## config.mk

```make
export PLATFORM = sky130hd
export DESIGN_NAME = mod_n_counter
export DESIGN_NICKNAME = d
export VERILOG_FILES = /design/src/rtl/mod_n_counter.sv
export SDC_FILE = /design/constraint.sdc
export NUM_CORES = 1
export LEC_CHECK = 0
export CAP_MARGIN = 20
export CORE_MARGIN = 1.5
export CORE_UTILIZATION = 45
export CTS_CLUSTER_DIAMETER = 80
export CTS_CLUSTER_SIZE = 25
export DETAILED_ROUTE_END_ITERATION = 6
export PLACE_DENSITY = 0.79
export RECOVER_POWER = 25
export SLEW_MARGIN = 20
export SYNTH_ARGS = -nofsm -noshare
export SYNTH_HDL_FRONTEND = slang
export SYNTH_SLANG_ARGS = --single-unit
```

## constraint.sdc

```tcl
create_clock -name clk -period 2.8 [get_ports clk]
set_input_delay 0.42 -clock clk [delete_from_list [all_inputs] [get_ports clk]]
set_output_delay 0.42 -clock clk [all_outputs]
set_load 0.02 [all_outputs]
```

## src/rtl/mod_n_counter.sv

```systemverilog
// Synchronous modulo-N up/down counter with a runtime-programmable modulus, synchronous load,
// a combinational terminal count for cascading, and registered wrap/error strobes.
module mod_n_counter #(
   parameter int WIDTH       = 4,
   parameter int DEFAULT_MOD = 14
) (
   input  logic             clk,
   input  logic             rst,
   input  logic             en,
   input  logic             up_dn,
   input  logic             load,
   input  logic [WIDTH-1:0] load_val,
   input  logic             mod_we,
   input  logic [WIDTH:0]   mod_val,
   output logic [WIDTH-1:0] q,
   output logic [WIDTH:0]   mod_q,
   output logic             tc,
   output logic             wrap,
   output logic             mod_err
);

   localparam logic [WIDTH:0]   MOD_RST = (WIDTH+1)'(DEFAULT_MOD);
   localparam logic [WIDTH:0]   MOD_MAX = (WIDTH+1)'(1) << WIDTH;
   localparam logic [WIDTH:0]   MOD_MIN = (WIDTH+1)'(2);
   localparam logic [WIDTH:0]   ONE_X   = (WIDTH+1)'(1);
   localparam logic [WIDTH-1:0] ONE_Q   = WIDTH'(1);

   logic [WIDTH-1:0] cnt_q, cnt_d;
   logic [WIDTH:0]   mod_d;
   logic             wrap_q, wrap_d;
   logic             err_q, err_d;

   logic             mod_ok;
   logic [WIDTH:0]   cnt_ext;
   logic [WIDTH:0]   m_last;
   logic [WIDTH:0]   tc_last;

   // Modulus write resolves first; load and count both see the resulting modulus.
   always_comb begin
      mod_ok  = mod_we && (mod_val >= MOD_MIN) && (mod_val <= MOD_MAX);
      mod_d   = mod_ok ? mod_val : mod_q;
      m_last  = mod_d - ONE_X;
      cnt_ext = {1'b0, cnt_q};
      cnt_d   = cnt_q;
      wrap_d  = 1'b0;
      err_d   = mod_we && !mod_ok;

      if (load) begin
         if ({1'b0, load_val} < mod_d) begin
            cnt_d = load_val;
         end else begin
            cnt_d = '0;
            err_d = 1'b1;
         end
      end else if (mod_ok && (cnt_ext >= mod_d)) begin
         // A shrinking modulus that strands the count out of range restarts it; no count this edge.
         cnt_d = '0;
      end else if (en) begin
         if (up_dn) begin
            if (cnt_ext == m_last) begin
               cnt_d  = '0;
               wrap_d = 1'b1;
            end else begin
               cnt_d = cnt_q + ONE_Q;
            end
         end else begin
            if (cnt_q == '0) begin
               cnt_d  = m_last[WIDTH-1:0];
               wrap_d = 1'b1;
            end else begin
               cnt_d = cnt_q - ONE_Q;
            end
         end
      end
   end

   always_ff @(posedge clk or posedge rst) begin
      if (rst) begin
         cnt_q  <= '0;
         mod_q  <= MOD_RST;
         wrap_q <= 1'b0;
         err_q  <= 1'b0;
      end else begin
         cnt_q  <= cnt_d;
         mod_q  <= mod_d;
         wrap_q <= wrap_d;
         err_q  <= err_d;
      end
   end

   // Terminal count looks at the registered modulus so a cascade stage steps on this stage's wrap edge.
   always_comb begin
      tc_last = mod_q - ONE_X;
      tc      = en && (up_dn ? ({1'b0, cnt_q} == tc_last) : (cnt_q == '0));
   end

   assign q       = cnt_q;
   assign wrap    = wrap_q;
   assign mod_err = err_q;

endmodule
```

==> impl_metrics.tcl, run 1 <==
set metrics [dict create \
    cts_buffer_depth 2 \
    critPathTopFamily "compound AO/OA/AOI/OAI gates" \
    whs_ns 0.573 \
    ys_ff_latch 11 \
    critPathRequiredTime_ns 2.97 \
    grt_pass1_vias 1588 \
    clock-sinks 11 \
    ys_types 50 \
    period_share_pct 98.8 \
    antenna_left 0 \
    ios 27 \
    final_util_pct 82.7 \
    nets 257 \
    drt_wl_total_microns 5040 \
    maxCapViolCount 0 \
    path_cells "clkdlybuf4s15_1 -> buf_4 -> o41ai_2 -> nand2_1 -> o211ai_1 -> buf_4 -> a21oi_4 -> buf_4 -> nor4_1 -> a211oi_2 -> or3_4 -> a211o_1" \
    cts.clk_slew.worst_paths_ns 0.09 \
    rows 18 \
    drt-initial-drc-count 82 \
    fin_skew_ns 0.00514 \
    dp_cells 249 \
    yosysTopAreaCell "dfrtp_1" \
    synth.top_cell.area_share_pct 16.0 \
    final-setup-viol-count 0 \
    syn2layout_area_growth_pct 68.6 \
    synth_edf_count 0 \
    hold_buffers 0 \
    dp_hpwl_microns 3130 \
    wl_per_cell_microns 19.2 \
    drive_gt1_share_pct 40.1 \
    hold_viol 0 \
    crit_buf_inv 4 \
    synth_area_leaders "dfrtp_1 (16%), ha_1 (9.0%), dfstp_2 (6.3%), a21oi_1 (6.0%), inv_1 (4.8%)" \
    final_cell_mix "buf_4 (48), clkdlybuf4s50_1 (18), inv_1 (15)" \
    crit_slowest_cell "or3_4" \
    hold_class "in -> async" \
    cts_buffers 3 \
    max_stage_delay_ns 0.42 \
    tightest_slew_ns 0.619 \
    p_per_area_mw_per_mm2 683 \
    period_minus_slack_ns 2.77 \
    core-area_sq_mm 0.00254 \
    final_common_cell "buf_4" \
    io_buffers 26 \
    cts_tree "done" \
    path_class "in -> reg" \
    layout.cells.non_filler 262 \
    vias 1572 \
    synth_cells 162 \
    cp.arrival_ns 2.93 \
    total_power_uw 1440 \
    async_flop_share_pct 100 \
    timing.fmax_mhz 362 \
    syn_area_per_cell_sq_um 7.71 \
    first_pass_iters 4 \
    critPathCaptureType "flop" \
    grt_pass1_wl_microns 7050 \
    grt_usage_pct 28.7 \
    clockRootBuffer "clkbuf_4" \
    die_w_microns 55.7 \
    dieArea_sq_mm 0.00310 \
    p_leak_uw 0.000935 \
    place_congestion 0.868 \
    fin_tns_setup_ns 0 \
    grt-ovfl-total 0 \
    critPathMaxFanout 4 \
    drv_slew 0 \
    start_kind "primary input" \
    slew_headroom_pct 58.4 \
    crit_path_frequent_cell "buf_4" \
    via_per_inst 6.00 \
    outcome "completed" \
    synthFlopType "dfrtp_1" \
    start_util_pct 49.1 \
    crit_cells 12 \
    reg2reg_depth 9 \
    antenna_cells 0 \
    clock_latency_ns 0.28 \
    post-route-drc-count 0 \
    die_y_microns 55.7 \
    peakVddDrop_mv 0.588 \
    grt_antenna_before_repair 0 \
    grt_start_max_net_pins 12 \
    seq_area_frac_synth_pct 22.3 \
    htreeDepth 1 \
    synth_warnings 0 \
    syn_nets 186 \
    synth.cell_area_sq_mm 0.00125 \
]
-- layout make-up --
type	instances	area, sq um
multi-input combinational	127	1080
timing repair buffer	73	617
fill	152	439
sequential	11	279
inverter	17	63.8
tap	30	37.5
clock buffer	4	26.3
-- layer usage --
layer,GRT usage (%),wire (microns)
met1,31.1,1990
met2,51.7,2600
met3,6.28,239
met4,14.6,206
met5,0,0
-- path summary, 6_finish.rpt --
kind                             from  endpoint  slack [ns]
max                        mod_val[3]      q[3]        0.03
min                               rst      wrap        0.57
max reg2reg                  mod_q[2]      q[3]        0.24
min reg2reg                      q[0]      q[0]        0.77
max in group asynchronous         rst  mod_q[3]        1.88
min in group clk               mod_we   mod_err        0.66
-- metrics by stage --
step / setup WS (ns) / instance area (sq um)
floorplan: 0.0366 / 1250
global placement: -0.491 / 1800
detailed placement: -0.644 / 1800
CTS: 0.0255 / 1880
global route: -0.0899 / 2110
finish: 0.0346 / 2110
-- synthesized netlist by cell type, types with 2 or more instances --
cell type	instances
nand3_1	2
dfstp_2	3
a31oi_1	4
dfrtp_1	8
ha_1	9
o41ai_1	2
o21ai_0	3
nor2_1	9
mux2_2	2
a211oi_1	3
o21ai_1	2
or3_1	2
nand2_1	14
clkbuf_1	6
nor3b_1	3
nor2b_1	2
o211ai_1	3
inv_1	16
nor3_1	9
and2_1	5
a21oi_1	15
mux2i_1	3
xnor2_1	4
xor2_1	5
nand2b_1	3
-- report_power, final --
| group | internal (uW) | switching [uW] |
|---|---|---|
| sequential | 202 | 72.5 |
| combinational | 512 | 531 |
| clock | 55.2 | 66.0 |
| total | 769 | 669 |
-- flip-flops by register name, summed over array words and instances (netlist names) --
signal and flops:
mod_q 5, q 4, mod_err 1, wrap 1
-- repair_timing --
action | 4_1_cts | 5_1_grt
pin swaps | 2 | 17
setup buffers | 1 | 8
endpoints found under the setup margin | 6 | 6
resized for setup | 17 | 36
-- kinds of logic after synthesis --
kind of cell             share of synthesized area [%]
AND/OR/NAND/NOR                                   23.6
AO/OA/AOI/OAI                                     24.1
buffers and inverters                             7.31
flip-flops                                        22.3
XOR/XNOR                                          7.62
adder cells (fa/ha/maj)                           9.82
multiplexers                                      5.11
(Power assumes the default switching activity.)
==> run 2, diff against run 1 <==
--- a/config.mk
+++ b/config.mk
@@ -13,6 +13,7 @@
 export DETAILED_ROUTE_END_ITERATION = 6
 export PLACE_DENSITY = 0.79
 export RECOVER_POWER = 25
+export SKIP_LAST_GASP = 1
 export SLEW_MARGIN = 20
 export SYNTH_ARGS = -nofsm -noshare
 export SYNTH_HDL_FRONTEND = slang
==> run 2 against run 1 <==
Critical endpoint is now tc. Combinational power about the same. Setup slack worse by 0.0052 ns. Clock power about the same. Largest cell class unchanged. Maximum frequency down 0.19%. Sequential power about the same. Routed wire length down 1.3%. Highest routed layer unchanged. Final cell count unchanged. Critical path depth down 2. Sequential share of layout area about the same. First-iteration DRC count up 39%. Die area unchanged. Non-clock buffer count unchanged.
==> impl_metrics.tcl, run 2 (synthesized netlist as in run 1, its figures left out) <==
set metrics [dict create \
    place_area_sq_mm 0.00180 \
    period_minus_slack_ns 2.77 \
    fin_tns_setup_ns 0 \
    clockRootBuffer "clkbuf_4" \
    cts_tree "done" \
    io_buffers 26 \
    largest_register_ffs 5 \
    antenna_left 0 \
    final_util_pct 82.8 \
    cts.clk_slew.worst_paths_ns 0.08 \
    startpoint "mod_q[1]" \
    die_w_microns 55.7 \
    regMostFlops "mod_q" \
    final_common_cell "buf_4" \
    grt_util_met1_pct 31.0 \
    critPathCaptureType "output port" \
    p_per_area_mw_per_mm2 687 \
    grt_antenna_before_repair 0 \
    syn2layout_area_growth_pct 68.7 \
    rows 18 \
    timing.rr.start "mod_q[1]" \
    cp.arrival_ns 2.35 \
    hold_buffers 0 \
    path_class "reg -> out" \
    final-setup-viol-count 0 \
    grt-ovfl-total 0 \
    clock-sinks 11 \
    outcome "completed" \
    hold_viol 0 \
    htreeDepth 1 \
    reg2reg_depth 12 \
    antenna_cells 0 \
    grt_pass1_vias 1600 \
    tightest_slew_ns 0.567 \
    fin_skew_ns 0.000372 \
    grt_usage_pct 28.8 \
    grt_setup_unrepaired "yes" \
    post-route-drc-count 0 \
    r2r-end "q[2]" \
    cts_buffers 3 \
    dp_hpwl_microns 3130 \
    grt_start_max_net_pins 12 \
    timing.fmax_mhz 361 \
    critPathRequiredTime_ns 2.38 \
    via_per_inst 6.15 \
    slew_headroom_pct 61.9 \
    core-area_sq_mm 0.00254 \
    drt-initial-drc-count 114 \
    drv_slew 0 \
    start_util_pct 49.1 \
    die_y_microns 55.7 \
    maxCapViolCount 0 \
    place_congestion 0.868 \
    grt_pass1_wl_microns 7090 \
    first_pass_iters 5 \
    use_met2_pct 51.7 \
    hold_class "in -> async" \
    wl_per_cell_microns 19.0 \
    fin_area_sq_mm 0.00211 \
    nets 257 \
    critPathMaxFanout 3 \
    dieArea_sq_mm 0.00310 \
    p_leak_uw 0.000935 \
    r2r_slack_ns 0.28 \
    busiest_layer "met2" \
    clock_latency_ns 0.28 \
    peakVddDrop_mv 0.695 \
    period_share_pct 99.0 \
    vias 1610 \
    ios 27 \
    grt_use_met3_pct 6.51 \
    cts_buffer_depth 2 \
    final_cell_mix "buf_4 (47), clkdlybuf4s50_1 (18), inv_1 (16)" \
    start_kind "flop" \
    drive_gt1_share_pct 39.7 \
    drt_wl_total_microns 4970 \
]
==> run 2: how the worst max path moves through the flow <==
stage	cells after the start	endpoint	slack [ns]
2_1_floorplan	10	q[3]	0.04
3_3_place_gp	12	q[1]	-0.49
3_5_place_dp	11	q[3]	-0.64
4_1_cts	10	tc	-0.07
5_1_grt	13	q[2]	-0.04
6_report	10	tc	0.03
==> run 2: repair_timing <==
| action | 4_1_cts | 5_1_grt |
|---|---|---|
| gates cloned | 0 | 0 |
| endpoints found under the hold margin | 0 | 0 |
| endpoints found under the setup margin | 6 | 6 |
| setup buffers | 1 | 8 |
| gates resized for setup | 16 | 37 |
| pin swaps | 2 | 17 |
==> run 2: power by group <==
group / switching [uW] / internal (uW)
logic: 539 / 516
clock network: 64.4 / 55.4
registers: 71.5 / 202
total: 675 / 773
==> run 2: worst max-delay path: stages, from the launching register on <==
cell and delay (ns):
dfstp_2 0.53, inv_1 0.05, ha_2 0.19, nor2b_2 0.17, nor3_2 0.15, a21oi_1 0.06, a21oi_1 0.15, a41oi_1 0.07
or3_4 0.41, a21oi_4 0.14, buf_6 0.13
==> run 2: layer usage <==
layer | share of wire (%) | vias up
li1 | - | 726
met3 | 6.7 | 28
met4 | 5.1 | 0
met5 | 0 | -
met1 | 37 | 763
met2 | 51 | 93
==> run 2: area by class of cell <==
class	count	area, sq um
timing repair buffer	73	621
tap	30	37.5
sequential	11	279
clock buffer	4	26.3
inverter	17	63.8
multi-input combinational	127	1080
fill	148	438
==> run 2: through the flow <==
stage	std cells	hold WS, ns	worst slack, ns	power (uW)
after detailed placement	249	0.747	-0.644	1110
after floorplan	162	0.270	0.0366	755
after global placement	249	0.736	-0.491	1080
after global routing	262	0.635	-0.0427	1530
after CTS	254	0.445	-0.0716	1270
final	262	0.579	0.0294	1450
